==> src/rtl/maxpool_b_unit.sv <==
// Streaming 2x2 / stride-2 max-pool stage for IEEE-754 single pixels, fed in raster order by conv-B.
// Optional MAXPOOL_FUSED_RELU_EN clamps negative pooled results to +0 at the output register.
module maxpool_b_unit #(
    parameter int DATA_WIDTH = 32,
    parameter int IFM_SIZE   = 10,
    parameter int OFM_SIZE   = IFM_SIZE / 2,
    parameter int COL_BITS   = $clog2(IFM_SIZE)
) (
    input  logic                  clk,
    input  logic                  reset,
    input  logic                  pool_clear,
    input  logic                  pool_enable,
    input  logic [DATA_WIDTH-1:0] data_in,
    output logic [DATA_WIDTH-1:0] pool_data_out,
    output logic                  pool_valid,
    output logic                  frame_done
);

    localparam int LB_BITS = (OFM_SIZE > 1) ? $clog2(OFM_SIZE) : 1;
    localparam logic [COL_BITS-1:0] LAST = COL_BITS'(IFM_SIZE - 1);

    // Keeps the first (stored) operand unless the second is strictly greater in IEEE order.
    function automatic logic [DATA_WIDTH-1:0] fp_max(input logic [DATA_WIDTH-1:0] first,
                                                     input logic [DATA_WIDTH-1:0] second);
        logic                  sign_f;
        logic                  sign_s;
        logic [DATA_WIDTH-2:0] mag_f;
        logic [DATA_WIDTH-2:0] mag_s;
        logic                  take;
        sign_f = first[DATA_WIDTH-1];
        sign_s = second[DATA_WIDTH-1];
        mag_f  = first[DATA_WIDTH-2:0];
        mag_s  = second[DATA_WIDTH-2:0];
        if (sign_f != sign_s)
            take = !sign_s && !((mag_f == '0) && (mag_s == '0));
        else if (!sign_f)
            take = mag_s > mag_f;
        else
            take = mag_s < mag_f;
        return take ? second : first;
    endfunction

    logic [COL_BITS-1:0]   col;
    logic [COL_BITS-1:0]   row;
    logic [DATA_WIDTH-1:0] part;
    logic [DATA_WIDTH-1:0] lbuf [OFM_SIZE];
    logic [LB_BITS-1:0]    lb_idx;
    logic [DATA_WIDTH-1:0] lbuf_rd;
    logic [DATA_WIDTH-1:0] pmax;
    logic [DATA_WIDTH-1:0] out_val;
    logic                  accept;

    assign accept  = pool_enable && !pool_clear;
    assign lb_idx  = LB_BITS'(col >> 1);
    assign lbuf_rd = lbuf[lb_idx];
    assign pmax    = fp_max(part, data_in);

`ifdef MAXPOOL_FUSED_RELU_EN
    assign out_val = pmax[DATA_WIDTH-1] ? '0 : pmax;
`else
    assign out_val = pmax;
`endif

    // Line buffer is always written on an even row before the odd row reads it, so it needs no reset.
    always_ff @(posedge clk) begin
        if (accept && !row[0] && col[0])
            lbuf[lb_idx] <= pmax;
    end

    always_ff @(posedge clk or posedge reset) begin
        if (reset) begin
            col           <= '0;
            row           <= '0;
            part          <= '0;
            pool_data_out <= '0;
            pool_valid    <= 1'b0;
            frame_done    <= 1'b0;
        end else begin
            pool_valid <= 1'b0;
            frame_done <= 1'b0;
            if (pool_clear) begin
                col  <= '0;
                row  <= '0;
                part <= '0;
            end else if (pool_enable) begin
                case ({row[0], col[0]})
                    2'b00: part <= data_in;
                    2'b01: ;
                    2'b10: part <= fp_max(lbuf_rd, data_in);
                    2'b11: begin
                        pool_data_out <= out_val;
                        pool_valid    <= 1'b1;
                        frame_done    <= (row == LAST) && (col == LAST);
                    end
                endcase
                if (col == LAST) begin
                    col <= '0;
                    row <= (row == LAST) ? '0 : row + COL_BITS'(1);
                end else begin
                    col <= col + COL_BITS'(1);
                end
            end
        end
    end

endmodule
==> config.mk <==
export PLATFORM = sky130hd
export DESIGN_NAME = maxpool_b_unit
export DESIGN_NICKNAME = d
export VERILOG_FILES = /design/src/rtl/maxpool_b_unit.sv
export SDC_FILE = /design/constraint.sdc
export NUM_CORES = 1
export LEC_CHECK = 0
export BUFFER_PORTS_ARGS = -buffer_cell sky130_fd_sc_hd__buf_2
export CAP_MARGIN = 20
export CELL_PAD_IN_SITES_DETAIL_PLACEMENT = 0
export CELL_PAD_IN_SITES_GLOBAL_PLACEMENT = 1
export CORE_MARGIN = 3
export CORE_UTILIZATION = 45
export DETAILED_ROUTE_END_ITERATION = 8
export PLACE_DENSITY_LB_ADDON = 0.1
export SYNTH_ARGS = -nofsm -noshare
export SYNTH_HDL_FRONTEND = slang
export SYNTH_SLANG_ARGS = --single-unit
==> constraint.sdc <==
create_clock -name clk -period 5.89 [get_ports clk]
set_clock_uncertainty 0.15 [all_clocks]
set_input_delay 0 -clock clk [delete_from_list [all_inputs] [get_ports clk]]
set_output_delay 0 -clock clk [all_outputs]
set_load 0.01 [all_outputs]
After elaboration in Yosys (flattened, before gate mapping)
Memories as Yosys holds them, arrays and structs flattened. Cells that the tools add are included.

Register bits: 74. Latch bits: 0. RAM bits: 160. Bits in read-only memories: 0. Output and inout bits: 34. Word-level logic and storage cells: 70. Memories: 1.

Memory list: lbuf (words 5, bits a word 32, read ports 1, clocked after memory_dff 0, wr ports 1, line 46) `logic [DATA_WIDTH-1:0] lbuf [OFM_SIZE];`.

$add $sub $neg: 2. $mul: 0. Div/mod/pow operators: 0. $lt $le $gt $ge: 4. Equality and inequality tests: 6. Shift operators: 0. Muxes and demuxes: 27. Bitwise logic cells: 1. Reduce and logical (&&, ||, !) cells: 23.

Operators with widths (number): $mux 32 (4); $logic_not 31->1 (3); $pmux 32 s2 (1); $gt 31x31->1 (2); $lt 31x31->1 (2); $mux 4 (7); $mux 1 (15); $add 4x1->4 const B (2); $eq 4x4->1 const B (2); $logic_and 1x1->1 (8); $logic_not 1->1 (5); $eq 2x2->1 const B (2); $reduce_and 2->1 (2); $reduce_bool 2->1 (2); $reduce_and 3->1 (1); $reduce_bool 3->1 (1); $logic_not 2->1 (1); $ne 1x1->1 (2); $not 1->1 (1).

Logic depth before layout (Yosys ltp)
Gate-level depths: netlist (run 1). An unclocked memory read counts as a cell.

Depth in word-level cells: 13. Depth in mapped cells: 19.

Least setup slack after synthesis (run 1)
Ideal clock, no wire load.

Path kind: register -> register. From: register col[3]. To: register part[17]. Setup time: 0.126 ns. Data arrival time: 4.546 ns. Data required time: 5.614 ns. Setup slack: 1.068 ns. Cell stages (with the launch flop): 18. Cells stage by stage: dfrtp_1 inv_1 clkbuf_1 buf_2 buf_1 mux2i_1 ha_1 o21ai_0 nor2_1 o31a_1 o41a_1 or4_1 a32oi_1 nand3_4 and2_4 buf_6 buf_6 a221o_1.

Cells in the longest elaborated chain, start to end: 13.

RTL lines: start, declared (line 43) `logic [COL_BITS-1:0] col;`; start signal, assigned (line 100) `col <= col + COL_BITS'(1);`; $mem_v2 5x32 *; parallel branches: the longest is 8 deep, another holds $gt 31x31->1; $mux 32 * (line 40) `return take ? second : first;`; $pmux 32 s2 * (line 86) `case ({row[0], col[0]})`; $mux 32 * (line 85) `end else if (pool_enable) begin`; $mux 32 * (line 81) `if (pool_clear) begin`; end signal, assigned (line 87) `2'b00: part <= data_in;`; end signal, assigned (line 89) `2'b10: part <= fp_max(lbuf_rd, data_in);`; end, declared (line 45) `logic [DATA_WIDTH-1:0] part;`.

Every way passes the cells marked *. The select of a mux whose other input is x is not followed. A chain may end at the register's enable or synchronous reset.

Worst setup path in the final report (run 1)
From: register col[2]. To: register part[29].

The elaborated chain is that of the path after synthesis.

==> flow_summary.ini, run 1 <==
[run_status]
status = finished, final reports clean

[timing]
rsz0062_at_grt = false
finalSetupTns_ns = 0
relSlewSlack_pct = 27.83
slew_viol_final = 0
fin_crit_ns = 5.048
tightest_slew_ns = 1.080
clock.fmax_mhz = 198.1
hold_viol_final = 0
fin_ws_ns = 0.8419
fin_crit_sh_pct = 85.71
final-setup-viol-count = 0

[synth]
ys_seq_area_share_pct = 57.83
avgSynthCellArea_um2 = 13.31
syn_inst = 865
yosysWarningCount = 0
synthFlopType = edfxtp_1
synth.net_count = 965
yosys.area.top_type_share_pct = 41.74
synthArstFlopShare_pct = 31.62
synth_cell_types = 65
ys_ff_latch = 234
netlist_top_cells_count = edfxtp_1, dfrtp_1, mux2_2
yosysTopAreaCell = edfxtp_1
netlist_area_um2 = 11510
synth_most_common_cell = edfxtp_1
synthTopCellsByArea = edfxtp_1, dfrtp_1, mux2_2
synth-edff-count = 160

[power_and_ir_drop]
p_leak_uw = 0.005298
irDropWorstVdd_mv = 0.1958
power_density_nw_per_um2 = 282.8

[layout]
post_route_cells_drive_above_1_share_pct = 22.90
nets = 1082
area_growth_pct = 16.79
fillers = 2055
antenna_cells = 0

[setup_path]
crit_slowest_cell = dfrtp_2
max_stage_delay_ns = 0.66
worstPathRequired_ns = 6.14
r2r-end = part[29]
r2r_slack_ns = 0.84
timing.rr.start = col[2]
critical_path.cell_chain = buf_4 > mux2i_1 > nand2_1 > a31oi_1 > ha_1 > a211oi_1 > nor2_1 > o31a_1 > o41a_1 > or4_1 > a32oi_1 > nand3_4 > and2_4 > a221o_1
reg2reg_depth = 14
critPathKind = register to register
worst_setup_path_start_kind = register
critPathArrivalTime_ns = 5.30
crit_path_max_fanout = 27
end_kind = register

[clock_tree]
cts_made_buffers = 25
path_clk_slew_ns = 0.06
cts_max_path_buffers = 3
cts_sinks = 234
cts_tree = done
cts_root_buf = clkbuf_16
cts_setup_buffers = 0
clock_latency_ns = 0.52
htreeDepth = 1
cts_hold_buf = 37
ctsResizeCount = 0

[placement]
routabilityCongestion = 0.9258
portBuffers = 69
place_ws_ns = 0.8684
dp.final_hpwl_um = 22500

[hold_path]
min-delay-start = data_in[18]
hold_path_end = part[18]
min_path_cells = 3
hold_path_class = input port to register

[die]
ios = 70
rows = 57
fp.dieH_um = 165.9
core_um2 = 24750
dieArea_um2 = 27530
start_util_pct = 46.51
dieWidth_um = 165.9

[global_route]
grt_max_degree = 48
antenna_found_initial = 0
grt_pass1_vias = 7912
gr-total-overflow = 0
track_usage_pct = 22.22
grt_pass1_wl_um = 47980

[detailed_routing]
drt-total-wl_um = 31090
via_count = 7855
post_drt_wl_per_cell_um = 23.48
antenna_left = 0
dr.pass1.iters = 5
drt-initial-drc-count = 650
via_per_inst = 5.933
route.detailed.drc = 0

[job]
maxCapViolations = 0
[through the flow]
step / cells / utilization [%] / instance area (um2) / hold WS, ns / total power, uW
after floorplan: 865 / - / 11510 / -0.03360 / 2151
after global placement: 1241 / 49.58 / 12270 / -0.1119 / 2310
after detailed placement: 1241 / 49.58 / 12270 / -0.09705 / 2324
after CTS: 1323 / 54.21 / 13420 / 0.1428 / 3827
after global routing: 1324 / 54.33 / 13440 / 0.1915 / 3955
final: 1324 / 54.33 / 13440 / 0.1600 / 3801
[logic make-up (layout without fill, tap and decap cells)]
family / after synthesis / in the layout / synth area share, %
AOI/OAI and AO/OA: 164 / 164 / 10.26
muxes: 121 / 121 / 12.79
and+or+nand+nor: 198 / 198 / 8.957
DFF: 234 / 234 / 57.83
adders and majority gates: 64 / 64 / 6.957
xor gates and xnor gates: 2 / 2 / 0.1522
buffers and inverters: 82 / 217 / 3.054
[flip-flops by register name, summed over array words and instances, names as in the netlist]
register / cells
pool_data_out: 32
lbuf: 160
pool_valid: 1
col: 4
part: 32
row: 4
frame_done: 1
[how the worst max path moves through the flow]
| stage | from | end | slack [ns] | cells after the start |
|---|---|---|---|---|
| floorplan | col[3] | part[17] | 1.07 | 17 |
| global placement | col[1] | part[29] | 0.96 | 14 |
| detailed placement | col[2] | part[29] | 0.87 | 14 |
| CTS | col[2] | part[7] | 0.84 | 14 |
| global route | col[2] | part[7] | 0.41 | 14 |
| finish | col[2] | part[29] | 0.84 | 14 |
[critical path, delay by kind of cell (launching register included)]
family | cells | cell delay [ns]
buffers and inverters | 1 | 0.47
DFF | 1 | 0.66
adders and majority gates | 1 | 0.31
muxes | 1 | 0.27
and+or+nand+nor | 5 | 1.15
AOI/OAI and AO/OA | 6 | 1.90
[power breakdown]
| part | switching (uW) | internal [uW] | leakage, uW |
|---|---|---|---|
| logic | 288 | 175 | 0.00244 |
| registers | 28.7 | 1820 | 0.00247 |
| clock network | 647 | 840 | 0.000380 |
| total | 964 | 2840 | 0.00530 |
[metal layers]
layer | track usage, % | up-vias | wire length, um
li1 | - | 3617 | -
met1 | 33.51 | 3924 | 14440
met2 | 34.59 | 265 | 13910
met3 | 3.428 | 49 | 2193
met4 | 4.304 | 0 | 546
met5 | 0 | - | 0
[layout make-up]
cell class	count	area, um2	area share (%)
Clock buffer	28	646.9	4.812
Clock inverter	17	130.1	0.9679
Inverter	43	162.7	1.210
Multi-Input combinational cell	549	4532	33.71
Sequential cell	234	6659	49.53
Tap cell	324	405.4	3.015
Timing Repair Buffer	129	908.4	6.757
[layout by cell type, fill, tap and decap left out, types with 6 or more instances in the layout]
master,Yosys,final
clkbuf_16,0,25
dlygate4sd3_1,0,37
nand2b_1,9,9
a221o_1,22,22
nor3_1,8,6
inv_1,43,42
a211oi_1,10,10
buf_2,8,69
clkinv_2,0,8
nand4_1,20,20
mux2i_1,34,34
mux2_2,73,73
a32oi_1,7,7
nand3_1,20,20
nand2_1,37,37
a21oi_1,35,34
o21ai_0,34,34
ha_1,64,64
dfrtp_1,74,72
buf_4,1,22
edfxtp_1,160,160
nor2b_1,8,8
a31oi_1,8,8
nor4_1,23,23
mux4_2,7,7
nor2_1,46,44
a21o_1,10,10
No activity file was read; power rests on OpenSTA's default activity.
==> inputs of run 2 (changes only) <==
ABC_AREA = 1   (was not set)
RECOVER_POWER = 25   (was not set)
==> run 2 against run 1 <==
  * The run now ends with capacitance limit, slew limit left
  * Non-clock buffer count rose by 28
  * Sequential share of layout area fell by 3.2 points
  * Fmax rose by 0.49%
  * Critical path depth rose by 7
  * Global-route usage rose by 3.1 points
  * Critical path type unchanged
  * Critical endpoint is now part[14]
  * Highest routed layer unchanged
==> flow_summary.ini, run 2 <==
[run_status]
status = finished with violations
violations = capacitance limit, slew limit

[die]
rows = 59
ios = 70
fp.dieH_um = 170.6
start_util_pct = 46.26
core_um2 = 26350
dieWidth_um = 170.6
dieArea_um2 = 29100

[setup_path]
worstPathRequired_ns = 6.14
critPathArrivalTime_ns = 5.28
critPathKind = register to register
worst_setup_path_start_kind = register
crit_path_max_fanout = 36
end_kind = register

[timing]
slew_viol_final = 35
fin_crit_sh_pct = 85.29
tightest_slew_ns = 1.922
clock.fmax_mhz = 199.1
rsz0062_at_grt = false
relSlewSlack_pct = -28.13
finalSetupTns_ns = 0
hold_viol_final = 0
fin_crit_ns = 5.024
final-setup-viol-count = 0

[clock_tree]
clock_latency_ns = 0.53
cts_setup_buffers = 0
cts_max_path_buffers = 3
ctsResizeCount = 0
cts_tree = done
htreeDepth = 1
cts_root_buf = clkbuf_16
path_clk_slew_ns = 0.06
cts_made_buffers = 26
cts_sinks = 234

[layout]
fin_cells = 1810
mostFrequentLayoutCells = nand2_1, nand3_1, edfxtp_1
final_common_cell = nand2_1
reg_top3 = lbuf (160), part (32), pool_data_out (32)
nets = 1555
regMostFlops = lbuf
post_route_cells_drive_above_1_share_pct = 8.203
area_growth_pct = 17.87
antenna_cells = 0
final_util_pct = 54.52
largest_reg_flops = 160

[hold_path]
hold_path_class = input port to register

[placement]
dp_cells = 1699
routabilityCongestion = 0.9150
dp.final_hpwl_um = 24830
portBuffers = 69

[synth]
yosysWarningCount = 0
syn_inst = 1337
yosys.area.top_type_share_pct = 39.41
avgSynthCellArea_um2 = 9.118
synth_cell_types = 32
synthFlopType = edfxtp_1
synthArstFlopShare_pct = 31.62
synth.net_count = 1437
ys_ff_latch = 234
netlist_top_cells_count = nand2_1, nand3_1, edfxtp_1
synth_most_common_cell = nand2_1
netlist_area_um2 = 12190
synthTopCellsByArea = edfxtp_1, dfrtp_1, nand2_1
synth-edff-count = 160
ys_seq_area_share_pct = 54.60
yosysTopAreaCell = edfxtp_1

[detailed_routing]
route.detailed.drc = 0
drt-total-wl_um = 36730
via_per_inst = 5.554
dr.pass1.iters = 5
drt-initial-drc-count = 978
antenna_left = 0
post_drt_wl_per_cell_um = 20.30
via_count = 10050

[global_route]
antenna_found_initial = 0
grt_max_degree = 71
gr-total-overflow = 0
track_usage_pct = 25.36
grt_pass1_vias = 9574
grt_pass1_wl_um = 56680

[power_and_ir_drop]
p_leak_uw = 0.006295
power_density_nw_per_um2 = 426.2
irDropWorstVdd_mv = 0.2894

[job]
maxCapViolations = 1
-- run 2: changes by cell type after synthesis, sizes merged, moves of 36 or more --
cell,before,now
mux2,74,0
nor2,46,92
nand4,20,72
nand3,21,238
nand2,37,361
mux2i,36,0
inv,43,95
-- run 2: area by class of cell --
class / count / area, um2
fill: 2429 / 11990
sequential: 234 / 6659
multi-input combinational: 941 / 4868
timing repair buffer: 157 / 1139
clock buffer: 36 / 739.5
tap: 335 / 419.2
inverter: 95 / 357.8
clock inverter: 12 / 186.4
-- run 2: what timing repair did --
action,in CTS,in global routing
hold buffers,62,0
endpoints found under the setup margin,0,0
hold endpoints to repair,183,0
-- run 2: kinds of logic after synthesis --
| kind of cell | count (synthesis) | share of synthesized area [%] |
|---|---|---|
| AND/OR/NAND/NOR | 824 | 30.82 |
| flip-flops | 234 | 54.60 |
| buffers and inverters | 162 | 5.696 |
| adder cells (fa/ha/maj) | 64 | 6.569 |
| AO/OA/AOI/OAI | 53 | 2.309 |
-- run 2: through the flow --
stage	power, uW	hold slack (ns)	area, um2	setup WS [ns]
global placement	4307	-0.2358	12840	1.472
CTS	6150	0.2592	14420	0.8748
global route	6482	0.3153	14370	0.4123
finish	6124	0.2719	14370	0.8665
floorplan	3599	0.04105	12190	1.244
detailed placement	4332	-0.2345	12870	1.433
-- run 2: worst max-delay path: stages, from the launching register on --
cell and delay [ns]:
dfrtp_1 0.53, nor2_4 0.60, buf_4 0.50, nand3_1 0.12
nand3_1 0.12, nor2_2 0.07, ha_1 0.29, nand2_1 0.08
nor2_1 0.18, nand4_1 0.15, nor2_1 0.15, nand2_1 0.06
nand2_1 0.05, nor2_1 0.04, nand2_1 0.09, nand2_1 0.06
nor2_2 0.41, buf_4 0.29, nand3_1 0.15, nand3_1 0.15
nand2_1 0.05, dlygate4sd3_1 0.57
-- run 2: path summary, 6_finish.rpt --
check                                   from           endpoint  slack, ns  cells past startpoint
max                                   col[3]           part[14]       0.87                     21
max reg2reg                           col[3]           part[14]       0.87                     21
min reg2reg                pool_data_out[26]  pool_data_out[26]       0.33                      2
min in group asynchronous              reset  pool_data_out[23]       0.44                      4
min                              data_in[23]  pool_data_out[23]       0.27                      6
max in group asynchronous              reset             col[2]       3.77                      5
-- run 2: power breakdown --
group | internal [uW] | leakage, uW | total (uW) | switching, uW
logic | 661 | 0.00341 | 2210 | 1550
registers | 2060 | 0.00243 | 2160 | 103
clock network | 1090 | 0.000455 | 1750 | 657
-- run 2: routing by layer --
layer | GRT usage (%) | share of wire [%] | vias up
met5 | 0 | 0 | -
met4 | 5.044 | 1.6 | 0
met3 | 3.258 | 5.8 | 37
met2 | 39.86 | 45 | 312
met1 | 38.09 | 47 | 4857
li1 | - | - | 4847
==> inputs of run 3 (changes only) <==
CORE_UTILIZATION = 48   (was 45)
HOLD_SLACK_MARGIN = 0.05   (was not set)
SKIP_LAST_GASP = 1   (was not set)
==> run 3 against run 2 <==
  * Sequential power barely moved
  * Routed wire length shrank 1.3%
  * Critical endpoint is now part[23]
  * Cell count is 0.77% lower
  * Sequential share of layout area increased by 0.13 points
  * Power increased by 1.0%
  * Utilization grew 3.7 points
  * Final area fell by 0.27%
  * Critical path type unchanged
  * Via count decreased by 0.36%
  * Clock-buffer cell count is 5 lower
  * The flow still finishes with violations (capacitance limit, slew limit)
  * Largest cell class unchanged
==> flow_summary.ini, run 3 (synthesized netlist as in run 2, its figures left out) <==
[power_and_ir_drop]
irDropWorstVdd_mv = 0.2421
power_density_nw_per_um2 = 431.7
p_leak_uw = 0.006264
power.total_uw = 6187

[clock_tree]
cts_root_buf = clkbuf_16
ctsResizeCount = 0
cts_tree = done
path_clk_slew_ns = 0.07
cts_max_path_buffers = 3
cts_sinks = 234
cts_made_buffers = 26
htreeDepth = 1
cts_setup_buffers = 0
clock_latency_ns = 0.54

[detailed_routing]
via_count = 10020
route.detailed.drc = 0
post_drt_wl_per_cell_um = 20.19
drt-initial-drc-count = 823
drt-total-wl_um = 36270
antenna_left = 0
via_per_inst = 5.577
dr.pass1.iters = 5

[timing]
finalSetupTns_ns = 0
final-setup-viol-count = 0
fin_crit_ns = 5.076
clock.fmax_mhz = 197.0
fin_crit_sh_pct = 86.18
hold_viol_final = 0
rsz0062_at_grt = false
slew_viol_final = 92
tightest_slew_ns = 3.480
relSlewSlack_pct = -132.0
whs_ns = 0.2575

[setup_path]
critPathKind = register to register
worst_setup_path_start_kind = register
worstPathRequired_ns = 6.19
crit_path_max_fanout = 63
end_kind = register
critPathArrivalTime_ns = 5.38

[die]
fp.dieH_um = 165.4
core_um2 = 24600
start_util_pct = 49.54
rows = 57
ios = 70
dieArea_um2 = 27350
dieWidth_um = 165.4

[placement]
dp_cells = 1689
dp.final_hpwl_um = 24300
routabilityCongestion = 0.9244
portBuffers = 69
placedInstanceArea_um2 = 12860

[hold_path]
hold_path_class = input port to register

[global_route]
grt_pass1_wl_um = 56460
grt_max_degree = 71
gr-total-overflow = 0
grt_pass1_vias = 9706
track_usage_pct = 27.17
antenna_found_initial = 0

[layout]
post_route_cells_drive_above_1_share_pct = 8.560
reg_top3 = lbuf (160), part (32), pool_data_out (32)
fin_cells = 1796
area_growth_pct = 17.55
regMostFlops = lbuf
mostFrequentLayoutCells = nand2_1, nand3_1, edfxtp_1
nets = 1552
final_common_cell = nand2_1
antenna_cells = 0
largest_reg_flops = 160
final_area_um2 = 14330

[job]
maxCapViolations = 2

[run_status]
violations = capacitance limit, slew limit
status = finished with violations
## run 3: final timing paths
kind | start | to | slack, ns | cells past startpoint
min reg2reg | part[22] | part[22] | 0.33 | 2
max reg2reg | col[2] | part[23] | 0.81 | 23
max | col[2] | part[23] | 0.81 | 23
max in group asynchronous | reset | part[31] | 1.26 | 5
min in group asynchronous | reset | pool_data_out[21] | 0.59 | 4
min | data_in[10] | pool_data_out[10] | 0.26 | 6
## run 3: what timing repair did
item | CTS | global route
setup endpoints to repair | 0 | 0
hold buffers | 57 | 0
hold endpoints to repair | 279 | 0
## run 3: area by class of cell
type | count | area [um2]
inverters | 95 | 357.8
flip-flops and latches | 234 | 6659
fillers | 2277 | 10270
clock inverters | 17 | 239.0
clock buffers | 31 | 700.7
repair buffers | 154 | 1100
well taps | 324 | 405.4
multi-input cells | 941 | 4868
## run 3: metal layers
layer / GRT usage, % / up-vias / share of wire [%]
met5: 0 / - / 0
met4: 5.898 / 0 / 1.7
met3: 3.342 / 49 / 5.9
met2: 41.73 / 322 / 45
met1: 41.58 / 4806 / 48
li1: - / 4840 / -
## run 3: worst max-delay path, stage by stage, from the launching register on
cell	delay, ns
dfrtp_2	0.38
buf_4	0.57
inv_1	0.30
nor3_4	0.28
nand2_1	0.08
nand3_1	0.09
nor2_2	0.08
ha_1	0.30
nand2_1	0.08
nor2_1	0.21
nand4_1	0.14
nor2_1	0.14
nand2_1	0.06
nand2_1	0.05
nor2_1	0.04
nand2_1	0.09
nand2_1	0.06
nor2_2	0.46
buf_4	0.27
nand2_4	0.28
nand2_1	0.18
nand3_1	0.08
nand2_1	0.08
dlygate4sd3_1	0.55
## run 3: power by group
| part | total, uW | switching (uW) | internal [uW] |
|---|---|---|---|
| clock network | 1780 | 701 | 1080 |
| logic | 2240 | 1580 | 666 |
| registers | 2160 | 101 | 2060 |
| total | 6190 | 2380 | 3810 |
## run 3: through the flow
stage / worst slack (ns) / util, %
3_5_place_dp: 1.451 / 52.25
5_1_grt: 0.4490 / 58.24
6_report: 0.8140 / 58.24
2_1_floorplan: 1.244 / -
3_3_place_gp: 1.499 / 52.22
4_1_cts: 0.8984 / 58.39
